**src/rtl/fetch_stage_pkg.sv**
```systemverilog
// Shared core definitions: datapath width, opcode encodings and the
// return-address offset used by the fetch stage and its return stack.
//   XLEN        - instruction / address width
//   OP_B/CALL/RET - opcodes in instr[15:12]; the only definitions of these codes
//   RET_OFFSET  - CALL return point, skipping the two delay slots
package fetch_stage_pkg;

    localparam int unsigned XLEN = 16;
    localparam int unsigned OP_W = 4;

    localparam logic [OP_W-1:0] OP_B    = 4'hA;
    localparam logic [OP_W-1:0] OP_CALL = 4'hB;
    localparam logic [OP_W-1:0] OP_RET  = 4'hC;

    localparam logic [XLEN-1:0] RET_OFFSET = 16'd3;

    // Opcode field of an instruction word.
    function automatic logic [OP_W-1:0] opcode_of(input logic [XLEN-1:0] instr);
        return instr[XLEN-1 -: OP_W];
    endfunction

endpackage

```
**src/rtl/fetch_stage_ret_stack.sv**
```systemverilog
// ret_stack: circular return-address stack with write pointer and occupancy.
//   clk, rst_n  - clock, synchronous active-low reset
//   push, pop   - one operation per cycle (never both)
//   push_data   - return address to push
//   top         - most recently pushed entry (undefined when empty)
//   empty       - occupancy is zero
//   err         - registered pulse: push while full or pop while empty
module ret_stack
    import fetch_stage_pkg::*;
#(
    parameter int unsigned DEPTH = 4
) (
    input  logic            clk,
    input  logic            rst_n,
    input  logic            push,
    input  logic            pop,
    input  logic [XLEN-1:0] push_data,
    output logic [XLEN-1:0] top,
    output logic            empty,
    output logic            err
);

    localparam int unsigned PTR_W = (DEPTH > 1) ? $clog2(DEPTH) : 1;
    localparam int unsigned CNT_W = PTR_W + 1;

    logic [XLEN-1:0]  mem [DEPTH];
    logic [PTR_W-1:0] wr_ptr;
    logic [CNT_W-1:0] count;
    logic             full_c;

    assign full_c = (count == CNT_W'(DEPTH));
    assign empty  = (count == '0);
    assign top    = mem[PTR_W'(wr_ptr - PTR_W'(1))];

    // Entry storage; when full, wr_ptr already points at the oldest entry.
    always_ff @(posedge clk) begin
        if (rst_n && push) begin
            mem[wr_ptr] <= push_data;
        end
    end

    // Pointer, occupancy and error pulse.
    always_ff @(posedge clk) begin
        if (!rst_n) begin
            wr_ptr <= '0;
            count  <= '0;
            err    <= 1'b0;
        end else begin
            err <= (push && full_c) || (pop && empty);
            if (push) begin
                wr_ptr <= PTR_W'(wr_ptr + PTR_W'(1));
                if (!full_c) begin
                    count <= CNT_W'(count + CNT_W'(1));
                end
            end else if (pop && !empty) begin
                wr_ptr <= PTR_W'(wr_ptr - PTR_W'(1));
                count  <= CNT_W'(count - CNT_W'(1));
            end
        end
    end

endmodule

```
**src/rtl/fetch_stage.sv**
```systemverilog
// fetch_stage: PC register, next-PC select (RET resolved from the return
// stack), IF/ID pipeline register and stall gating.
//   clk, rst_n       - clock, synchronous active-low reset
//   nxt_pc           - next-PC proposal from jump logic (ignored on RET)
//   ex_pc, ex_instr  - PC and instruction currently in EX
//   ex_valid, stall  - EX holds a real instruction; hold everything
//   imem_rdata       - async instruction memory data for imem_addr
//   imem_addr, if_pc - current fetch PC
//   id_instr, id_pc, id_valid - IF/ID register
//   ras_err          - one-cycle return stack over/underflow pulse
module fetch_stage
    import fetch_stage_pkg::*;
#(
    parameter logic [15:0] RESET_PC  = 16'h0000,
    parameter int unsigned RAS_DEPTH = 4
) (
    input  logic            clk,
    input  logic            rst_n,
    input  logic [XLEN-1:0] nxt_pc,
    input  logic [XLEN-1:0] ex_pc,
    input  logic [XLEN-1:0] ex_instr,
    input  logic            ex_valid,
    input  logic            stall,
    input  logic [XLEN-1:0] imem_rdata,
    output logic [XLEN-1:0] imem_addr,
    output logic [XLEN-1:0] if_pc,
    output logic [XLEN-1:0] id_instr,
    output logic [XLEN-1:0] id_pc,
    output logic            id_valid,
    output logic            ras_err
);

    logic            ex_act_c;
    logic            is_call_c;
    logic            is_ret_c;
    logic [XLEN-1:0] ras_top;
    logic            ras_empty;
    logic [XLEN-1:0] pc_next_c;

    assign ex_act_c  = ex_valid && !stall;
    assign is_call_c = ex_act_c && (opcode_of(ex_instr) == OP_CALL);
    assign is_ret_c  = ex_act_c && (opcode_of(ex_instr) == OP_RET);

    // RET takes the stack top (zero when empty); nxt_pc is not looked at then.
    always_comb begin
        pc_next_c = nxt_pc;
        if (is_ret_c) begin
            pc_next_c = ras_empty ? '0 : ras_top;
        end
    end

    ret_stack #(
        .DEPTH(RAS_DEPTH)
    ) u_ret_stack (
        .clk      (clk),
        .rst_n    (rst_n),
        .push     (is_call_c),
        .pop      (is_ret_c),
        .push_data(XLEN'(ex_pc + RET_OFFSET)),
        .top      (ras_top),
        .empty    (ras_empty),
        .err      (ras_err)
    );

    // PC and IF/ID register; reset wins over stall.
    always_ff @(posedge clk) begin
        if (!rst_n) begin
            if_pc    <= RESET_PC;
            id_instr <= '0;
            id_pc    <= '0;
            id_valid <= 1'b0;
        end else if (!stall) begin
            if_pc    <= pc_next_c;
            id_instr <= imem_rdata;
            id_pc    <= if_pc;
            id_valid <= 1'b1;
        end
    end

    assign imem_addr = if_pc;

endmodule

```
**config.mk**
```make
export PLATFORM = sky130hd
export DESIGN_NAME = fetch_stage
export DESIGN_NICKNAME = d
export VERILOG_FILES = /design/src/rtl/fetch_stage_pkg.sv /design/src/rtl/fetch_stage_ret_stack.sv /design/src/rtl/fetch_stage.sv
export SDC_FILE = /design/constraint.sdc
export NUM_CORES = 1
export LEC_CHECK = 0
export ABC_AREA = 0
export CAP_MARGIN = 20
export CORE_ASPECT_RATIO = 1.2
export CORE_MARGIN = 2
export CORE_UTILIZATION = 44
export CTS_BUF_LIST = sky130_fd_sc_hd__clkbuf_8 sky130_fd_sc_hd__clkbuf_16
export DETAILED_ROUTE_END_ITERATION = 12
export PLACE_DENSITY = 0.77
export REMOVE_ABC_BUFFERS = 1
export SYNTH_ARGS = -nofsm -noshare
export SYNTH_HDL_FRONTEND = slang
export SYNTH_SLANG_ARGS = --single-unit
```
**constraint.sdc**
```tcl
create_clock -name clk -period 2.46 [get_ports clk]
set_input_delay 0.246 -clock clk [delete_from_list [all_inputs] [get_ports clk]]
set_output_delay 0.246 -clock clk [all_outputs]
set_load 0.05 [all_outputs]
```
Word level (Yosys, flattened, before mapping):

Memories as Yosys holds them, arrays and structs flattened.
Cells that the tools add are included.
Widths: inputs -> output; s select.

* add/sub/neg operators: 5
* equality and inequality tests: 4
* mux-type cells: 9
* reductions and logical operators: 13

Operators by type and width (count)
* $mux 16: 2
* $add 16x2->16 const B: 1
* $mux 3: 3
* $eq 4x4->1 const B: 2
* $logic_and 1x1->1: 7
* $mux 2: 2
* $add 3x1->3 const B: 1
* $eq 3x3->1 const B: 1
* $logic_not 3->1: 1
* $sub 3x1->3 const B: 1
* $add 2x1->2 const B: 1
* $logic_not 1->1: 2
* $mux 1: 2
* $ne 2x2->1 const B: 1
* $reduce_and 2->1: 1
* $reduce_bool 2->1: 1
* $sub 2x1->2 const B: 1
* $logic_or 1x1->1: 1

* register bits after elaboration: 55
* bits in writable memories: 64
* memories: 1

Memory list
* u_ret_stack.mem: depth 4, bits a word 16, rd ports 1, clocked after Yosys merged registers in 0, write ports 1, RTL line fetch_stage_ret_stack.sv:26 `logic [XLEN-1:0] mem [DEPTH];`

Logic depth before layout (Yosys ltp):

Gate-level depths: netlist of the first run.

* depth after elaboration: 6
* gate-level depth with buffers: 10
* mapped depth without buffers: 8

Hierarchy:

A second synthesis of the first run with hierarchy kept.

* cells, all modules: 402
* area total of the unflattened synthesis: 5280.1 um^2

Modules (own cells, without submodules)
* ret_stack: times used 1, cells each 137, area each 2742.6 um^2, sequential area each 2042.0 um^2
* fetch_stage: times used 1, cells each 265, area each 2537.4 um^2, sequential area each 980.9 um^2

Least setup slack after synthesis of the first run:

No wires, ideal clock.

* path type: reg-to-reg
* start: reg u_ret_stack.wr_ptr[0]
* end: reg if_pc[10]
* library setup time: 123 ps
* arrival: 2222 ps
* data required time: 2337 ps
* path slack: 115 ps
* stages on the path, launching flop included: 10
* buffers on the path: 4
* clock period less this slack: 2345 ps
* path through: dfxtp_1 > buf_6 > buf_6 > inv_1 > ha_1 > buf_2 > buf_1 > mux4_2 > a221oi_1 > nor2_1

* cells in the longest elaborated chain, start to end: 4

RTL lines
* start: declaration: RTL line fetch_stage_ret_stack.sv:27 `logic [PTR_W-1:0] wr_ptr;`
* start signal: assignment: RTL line fetch_stage_ret_stack.sv:51 `wr_ptr <= PTR_W'(wr_ptr + PTR_W'(1));`
* start signal: assignment: RTL line fetch_stage_ret_stack.sv:56 `wr_ptr <= PTR_W'(wr_ptr - PTR_W'(1));`
* $sub 2x1->2: RTL line fetch_stage_ret_stack.sv:33 `assign top = mem[PTR_W'(wr_ptr - PTR_W'(1))];`
* $mem_v2 4x16
* $mux 16: RTL line fetch_stage.sv:48 `pc_next_c = ras_empty ? '0 : ras_top;`
* $mux 16: RTL line fetch_stage.sv:47 `if (is_ret_c) begin`
* end signal: assignment: RTL line fetch_stage.sv:73 `if_pc <= pc_next_c;`
* end: declaration: RTL line fetch_stage.sv:26 `output logic [XLEN-1:0] if_pc,`

Every way passes these cells.
A chain may end at the register's enable or synchronous reset.

Final worst setup path of the first run:

* start: reg if_pc[14]
* end: out if_pc[14]

No word-level cell between the ends.

==> key figures, run 1 <==
Logic synthesis
  – Syn avg cell area: ~13 um^2
  – Distinct cells, synth: 41
  – Number of synthesized flops with an enable pin: 64
  – Synth warn: 0
  – Mapped Cells: ~380
  – Cell taking the most area after synthesis: edfxtp_1
  – FFs w/ async S/R, synth: 0%
  – Synth Cell Area: 4990 um^2
  – #FFs+latches synth: roughly 120
  – Count leader, synth: edfxtp_1
  – Synth cell count leaders: edfxtp_1, nor2_1, dfxtp_1, mux2i_1, o21ai_0
  – Most used DFF post-synth: edfxtp_1
  – Sequential area share after synthesis: 60.6%
  – Area share of the largest cell type after synthesis: around two fifths
  – Top post-synthesis cells by area: edfxtp_1, dfxtp_1, mux4_2

Setup path
  – RR Endpoint: if_pc[12]
  – Delay of the slowest critical-path stage: 0.85 ns
  – Max FO, Critical Path: 4
  – CP Depth: 1
  – Req. time, crit path: 2.21 ns
  – Critical path's top delay family: buffers and inverters
  – Critical Path Start Type: flop
  – Critical path's slowest cell: clkdlybuf4s50_1
  – Ordered cell list for the critical path: clkdlybuf4s50_1
  – Buf/Inv on CP: 1
  – Crit path launch: if_pc[14]
  – CP endpoint kind: output pin
  – R2r setup slk: 0.62 ns
  – Arr. time, crit path: 1.64 ns
  – Reg2Reg Depth: 4
  – CP endpoint: if_pc[14]
  – Setup Crit Path Kind: reg2out
  – R2r startpoint: u_ret_stack.wr_ptr[0]

Placement
  – Final HPWL DP: 7490 um
  – Port buffer count: roughly 120
  – Routability cong.: 0.753

Min path
  – Hold Crit Class: reg2reg

Layout
  – Share of layout cells above drive strength 1: between 10% and 20%
  – Area grow syn2layout: 36.3%
  – Fill count: 860
  – Fin nets: 566
  – Antenna diodes: 0

Routing
  – Wire per inst: 17.4 um
  – # DRC: 0
  – DRT iter0 DRCs: 259
  – Met2 WL: around 5800 um
  – Routed wire length: 11100 um
  – Routed length on met1: 4400 um
  – First-pass iteration count of the detailed router: 4
  – Vias per std cell: 5.46
  – Vias: approximately 3500
  – DR top layer: met4
  – Post-route ant nets: 0
  – DR WL met3: 643 um

GRT
  – Vias in the first global route: 3392
  – Global-route wire length before repair: 17100 um
  – Initial antenna violation count: 0
  – Tot GR Track Use: a little under a fifth
  – GR Overflow Total: 0
  – Largest net degree at the start of global routing: 50

STA
  – Fin. Hold Viols: 0
  – Setup violations, final: 0
  – RSZ-0062 raised after global routing: false
  – Final Skew: 0.00791 ns
  – Slew @ Worst Pin: about 0.71 ns
  – Slew Viols, Final: 0
  – Tcrit/Tclk final: 76.8%
  – Setup TNS Final: 0 ns
  – Fmax: 530 MHz
  – Min cycle time layout: between 1.5 and 2 ns
  – Relative slew slack: 52.8%

Clock network
  – Reg clk slew, reported paths: ~0.05 ns
  – Total CTS buffers: 17
  – Clk root buf: clkbuf_16
  – Worst-skew pair later-pin latency: ~0.4 ns
  – CTS tree: done
  – Post-CTS Repair Setup Buffers: 0
  – Hold-fix buffers, CTS: 0
  – CTS Sinks: 119
  – CTS resizes: 0
  – Clock Path Buffers: 2
  – H-Tree Depth: 4

Die
  – Die footprint: 12200 um^2
  – Row Count: 42
  – Num ports: around 130
  – Initial cell density of the core: around 45%
  – Total core area: 11000 um^2
  – Die height: 121 um
  – Die span in x: 101 um

Pwr
  – P_leak: 2.50 nW
  – VDD IR max: 0.000555 V
  – Pwr per Cell Area: 761 nW/um^2
  – Total power draw: 5.17 mW

Run
  – Max-cap violations: 0

Status
  – Status: finished clean
[how the worst min path moves through the flow]
| stage | to | start | slack (ns) | depth (start not counted) |
|---|---|---|---|---|
| finish | id_valid | id_valid | 0.45 | 1 |
| global route | id_instr[2] | imem_rdata[2] | 0.48 | 3 |
| CTS | id_instr[11] | imem_rdata[11] | 0.45 | 3 |
| detailed placement | id_valid | id_valid | 0.44 | 1 |
| global placement | id_valid | id_valid | 0.44 | 1 |
| floorplan | id_valid | rst_n | 0.36 | 1 |
[worst reg2reg max path, delay by kind of cell (launching register included)]
| kind | cells | cell delay, ns |
|---|---|---|
| muxes | 1 | 0.60 |
| DFF | 1 | 0.37 |
| and+or+nand+nor | 1 | 0.08 |
| AOI/OAI and AO/OA | 1 | 0.32 |
| buffers and inverters | 1 | 0.36 |
[final cells by class]
cell class,instances,area (um^2),area share [%]
inverters,7,26.3,0.387
well taps,132,165,2.43
flip-flops and latches,119,3020,44.5
multi-input cells,211,1700,24.9
clock buffers,17,425,6.26
clock inverters,14,144,2.12
repair buffers,136,1320,19.4
[per-stage QoR]
stage          area [um^2]  util (%)  hold WS [ns]  instances  setup slack [ns]
4_1_cts               6800      61.6         0.446        636             0.547
5_1_grt               6800      61.6         0.476        636             0.488
6_report              6800      61.6         0.450        636             0.572
3_3_place_gp          6230      56.4         0.436        605             0.320
2_1_floorplan         4740         -         0.364        337            -0.121
3_5_place_dp          6230      56.4         0.443        605             0.238
[layer usage]
metal,global-route usage [%],vias up
met4,8.78,0
li1,-,1609
met1,21.1,1707
met2,32.8,136
met5,0,-
met3,3.93,18
[report_power, final]
group          switching (mW)  internal [mW]  leakage, nW
registers              0.0348           2.15         1.03
logic                   0.381          0.249         1.18
clock network           0.802           1.55        0.287
total                    1.22           3.95         2.50
[flip-flops by register name, indices dropped and copies added, names as in the netlist]
name and flops:
u_ret_stack.mem 64, id_pc 16, id_instr 16, id_valid 1, u_ret_stack.wr_ptr 2, if_pc 16, u_ret_stack.err 1, u_ret_stack.count 3
[layout by cell type, fill, tap and decap left out, types with 2 or more instances in the layout]
cell	instances
nor2_1	56
clkdlybuf4s50_1	120
edfxtp_1	64
clkinvlp_4	2
nand3b_1	2
and4_1	2
nor3_1	5
clkinv_1	3
o211ai_1	2
o21a_1	2
o21ai_0	18
nor3b_1	2
clkinv_2	4
xnor2_1	10
buf_4	15
clkbuf_16	17
nand4_1	4
inv_1	9
a221oi_1	17
xor2_1	5
mux4_2	16
mux2i_1	35
nand3_1	3
nor3_2	2
ha_1	6
dfxtp_1	55
and3_1	6
nand2b_1	2
nand2_1	5
bufinv_16	3
[cells by family after synthesis]
family          Yosys count  share of synthesized area [%]
flops                   119                           60.6
simple gates             93                           8.90
mux                      51                           14.2
compound gates           46                           6.70
buf+inv                  45                           5.42
xor+xnor                 15                           2.63
fa+ha+maj                 6                           1.50
Note: power is estimated with default switching activity, not from simulation.
==> run 2, diff against run 1 <==
clock period = 1.7 ns   (was 2.46 ns; I/O delays follow)
==> key figures, run 2 (same netlist as run 1, synthesis figures left out) <==
STA
  – Final WS setup: between 0.03 and 0.04 ns
  – Slew Viols, Final: 0
  – Worst hold margin: 0.374 ns
  – Fmax: 600 MHz
  – Fin. Hold Viols: 0
  – Setup TNS Final: 0 ns
  – RSZ-0062 raised after global routing: true
  – Relative slew slack: 63.9%
  – Setup violations, final: 0
  – Slew @ Worst Pin: around 0.54 ns
  – Min cycle time layout: 1.67 ns
  – Tcrit/Tclk final: a little over nine tenths
  – Final Skew: 0.00497 ns

Layout
  – Antenna diodes: 0
  – Most frequent cells in the layout: edfxtp_1, nor2_1, dfxtp_1, clkdlybuf4s50_1, buf_4
  – Max FFs per register: 64
  – Fin area: 7160 um^2
  – Fin nets: between 500 and 600
  – Fill count: 837
  – Share of layout cells above drive strength 1: 24.6%
  – Register cell area after layout: 3030 um^2
  – Commonest non-fill, non-tap cell in the layout: edfxtp_1
  – Area grow syn2layout: 43.4%
  – Final non-filler cell total: 664
  – Multi-input gate area: 1810 um^2
  – Top reg by flops: u_ret_stack.mem

Setup path
  – CP endpoint kind: flop
  – Critical path's top delay family: flip-flops
  – Reg2Reg Depth: 6
  – Buf/Inv on CP: 2
  – Setup Crit Path Kind: reg2reg
  – Req. time, crit path: 2.00 ns
  – Delay of the slowest critical-path stage: ~0.38 ns
  – Arr. time, crit path: between 1.5 and 2 ns
  – R2r startpoint: u_ret_stack.wr_ptr[0]
  – RR Endpoint: if_pc[11]
  – Critical Path Start Type: flop
  – R2r setup slk: 0.03 ns
  – Ordered cell list for the critical path: inv_4, ha_4, buf_12, mux4_2, a221oi_2, nor2_1
  – Max FO, Critical Path: 9
  – Critical path's slowest cell: dfxtp_4

Clock network
  – Total CTS buffers: 17
  – H-Tree Depth: 4
  – Reg clk slew, reported paths: 0.05 ns
  – Hold-fix buffers, CTS: 0
  – Worst-skew pair later-pin latency: 0.41 ns
  – CTS tree: done
  – Clock Path Buffers: 2
  – CTS Sinks: roughly 120
  – Clk root buf: clkbuf_16

Die
  – Row Count: 42
  – Total core area: ~11000 um^2
  – Die height: 121 um
  – Initial cell density of the core: 45.2%
  – Die footprint: 12200 um^2
  – Num ports: 134
  – Die span in x: between 100 and 150 um

Pwr
  – VDD IR max: 0.000720 V
  – P_leak: 2.89 nW
  – Pwr per Cell Area: 1060 nW/um^2

Routing
  – Vias: 3655
  – # DRC: 0
  – Post-route ant nets: 0
  – Wire per inst: 18.0 um
  – First-pass iteration count of the detailed router: 4
  – Routed wire length: 12000 um
  – Vias per std cell: between 5 and 6
  – DRT iter0 DRCs: 226

Placement
  – Placed Area: 6460 um^2
  – Routability cong.: 0.753
  – Post-Place Cells: 629
  – Place WS: -0.240 ns
  – Final HPWL DP: 7970 um
  – Port buffer count: between 100 and 150

GRT
  – Largest net degree at the start of global routing: 50
  – Vias in the first global route: around 3700
  – Initial antenna violation count: 0
  – Tot GR Track Use: 19.8%
  – GR Overflow Total: 0
  – Global-route wire length before repair: between 15000 and 20000 um

Min path
  – Hold path depth: 3
  – Hold path startpoint: imem_rdata[0]
  – Hold path endpoint: id_instr[0]
  – Hold Crit Class: in2reg

Status
  – Status: finished clean

Run
  – Max-cap violations: 0
-- run 2: cell count changes in the layout (fill, tap and decap cells not counted), moves of 2 or more --
cell             before  now
clkdlybuf4s50_1     120   54
dlygate4sd2_1         0   48
buf_4                15   51
a221oi_1             17    1
a221oi_2              0   16
buf_12                0    8
clkinv_2              4    1
inv_1                 9    6
clkinv_4              0    2
-- run 2: stage by stage --
stage          power (mW)  utilization (%)
3_5_place_dp         4.16             58.6
3_3_place_gp         4.14             58.6
2_1_floorplan        3.71                -
4_1_cts              7.65             63.9
5_1_grt              7.83             64.8
6_report             7.61             64.8
-- run 2: cell type report --
class	count	area share (%)
Sequential cell	119	42.3
Multi-Input combinational cell	211	25.3
Clock inverter	15	2.27
Tap cell	132	2.31
Timing Repair Buffer	163	21.5
Inverter	7	0.402
Clock buffer	17	5.95
-- run 2: worst min-delay path, delay by kind of cell --
| kind | cells | cell delay, ns |
|---|---|---|
| buffers and inverters | 1 | 0.39 |
| multiplexers | 1 | 0.12 |
| AND/OR/NAND/NOR | 1 | 0.05 |
-- run 2: worst max path at each step --
stage / startpoint / end / slack [ns] / depth (start not counted)
finish: u_ret_stack.wr_ptr[0] / if_pc[11] / 0.03 / 6
detailed placement: ex_instr[13] / u_ret_stack.count[1] / -0.24 / 7
CTS: u_ret_stack.wr_ptr[0] / if_pc[1] / 0.02 / 6
global placement: ex_pc[0] / u_ret_stack.mem[3][12] / -0.15 / 7
global route: u_ret_stack.wr_ptr[0] / if_pc[8] / -0.04 / 6
floorplan: u_ret_stack.wr_ptr[0] / if_pc[0] / -0.88 / 5
-- run 2: report_power, final --
| group | leakage [nW] | total [mW] | switching [mW] | internal (mW) |
|---|---|---|---|---|
| registers | 1.03 | 3.16 | 0.0501 | 3.11 |
| logic | 1.58 | 0.926 | 0.574 | 0.353 |
| clock network | 0.284 | 3.53 | 1.25 | 2.28 |
| total | 2.89 | 7.61 | 1.88 | 5.74 |
-- run 2: timing repair --
action / 4_1_cts / 5_1_grt
setup endpoints to repair: 64 / 17
gates resized for setup: 56 / 17
hold endpoints to repair: 0 / 0
cloned: 1 / 0
pin swaps: 2 / 3
setup buffers: 1 / 1
-- run 2: per-layer routing --
layer	wire (um)	global-route usage (%)	part of all wire (%)	vias to the layer above
met5	0	0	0	-
met4	328	9.29	2.7	0
met3	680	5.20	5.7	25
met2	6370	35.5	53	142
met1	4570	21.3	38	1812
li1	-	-	-	1676
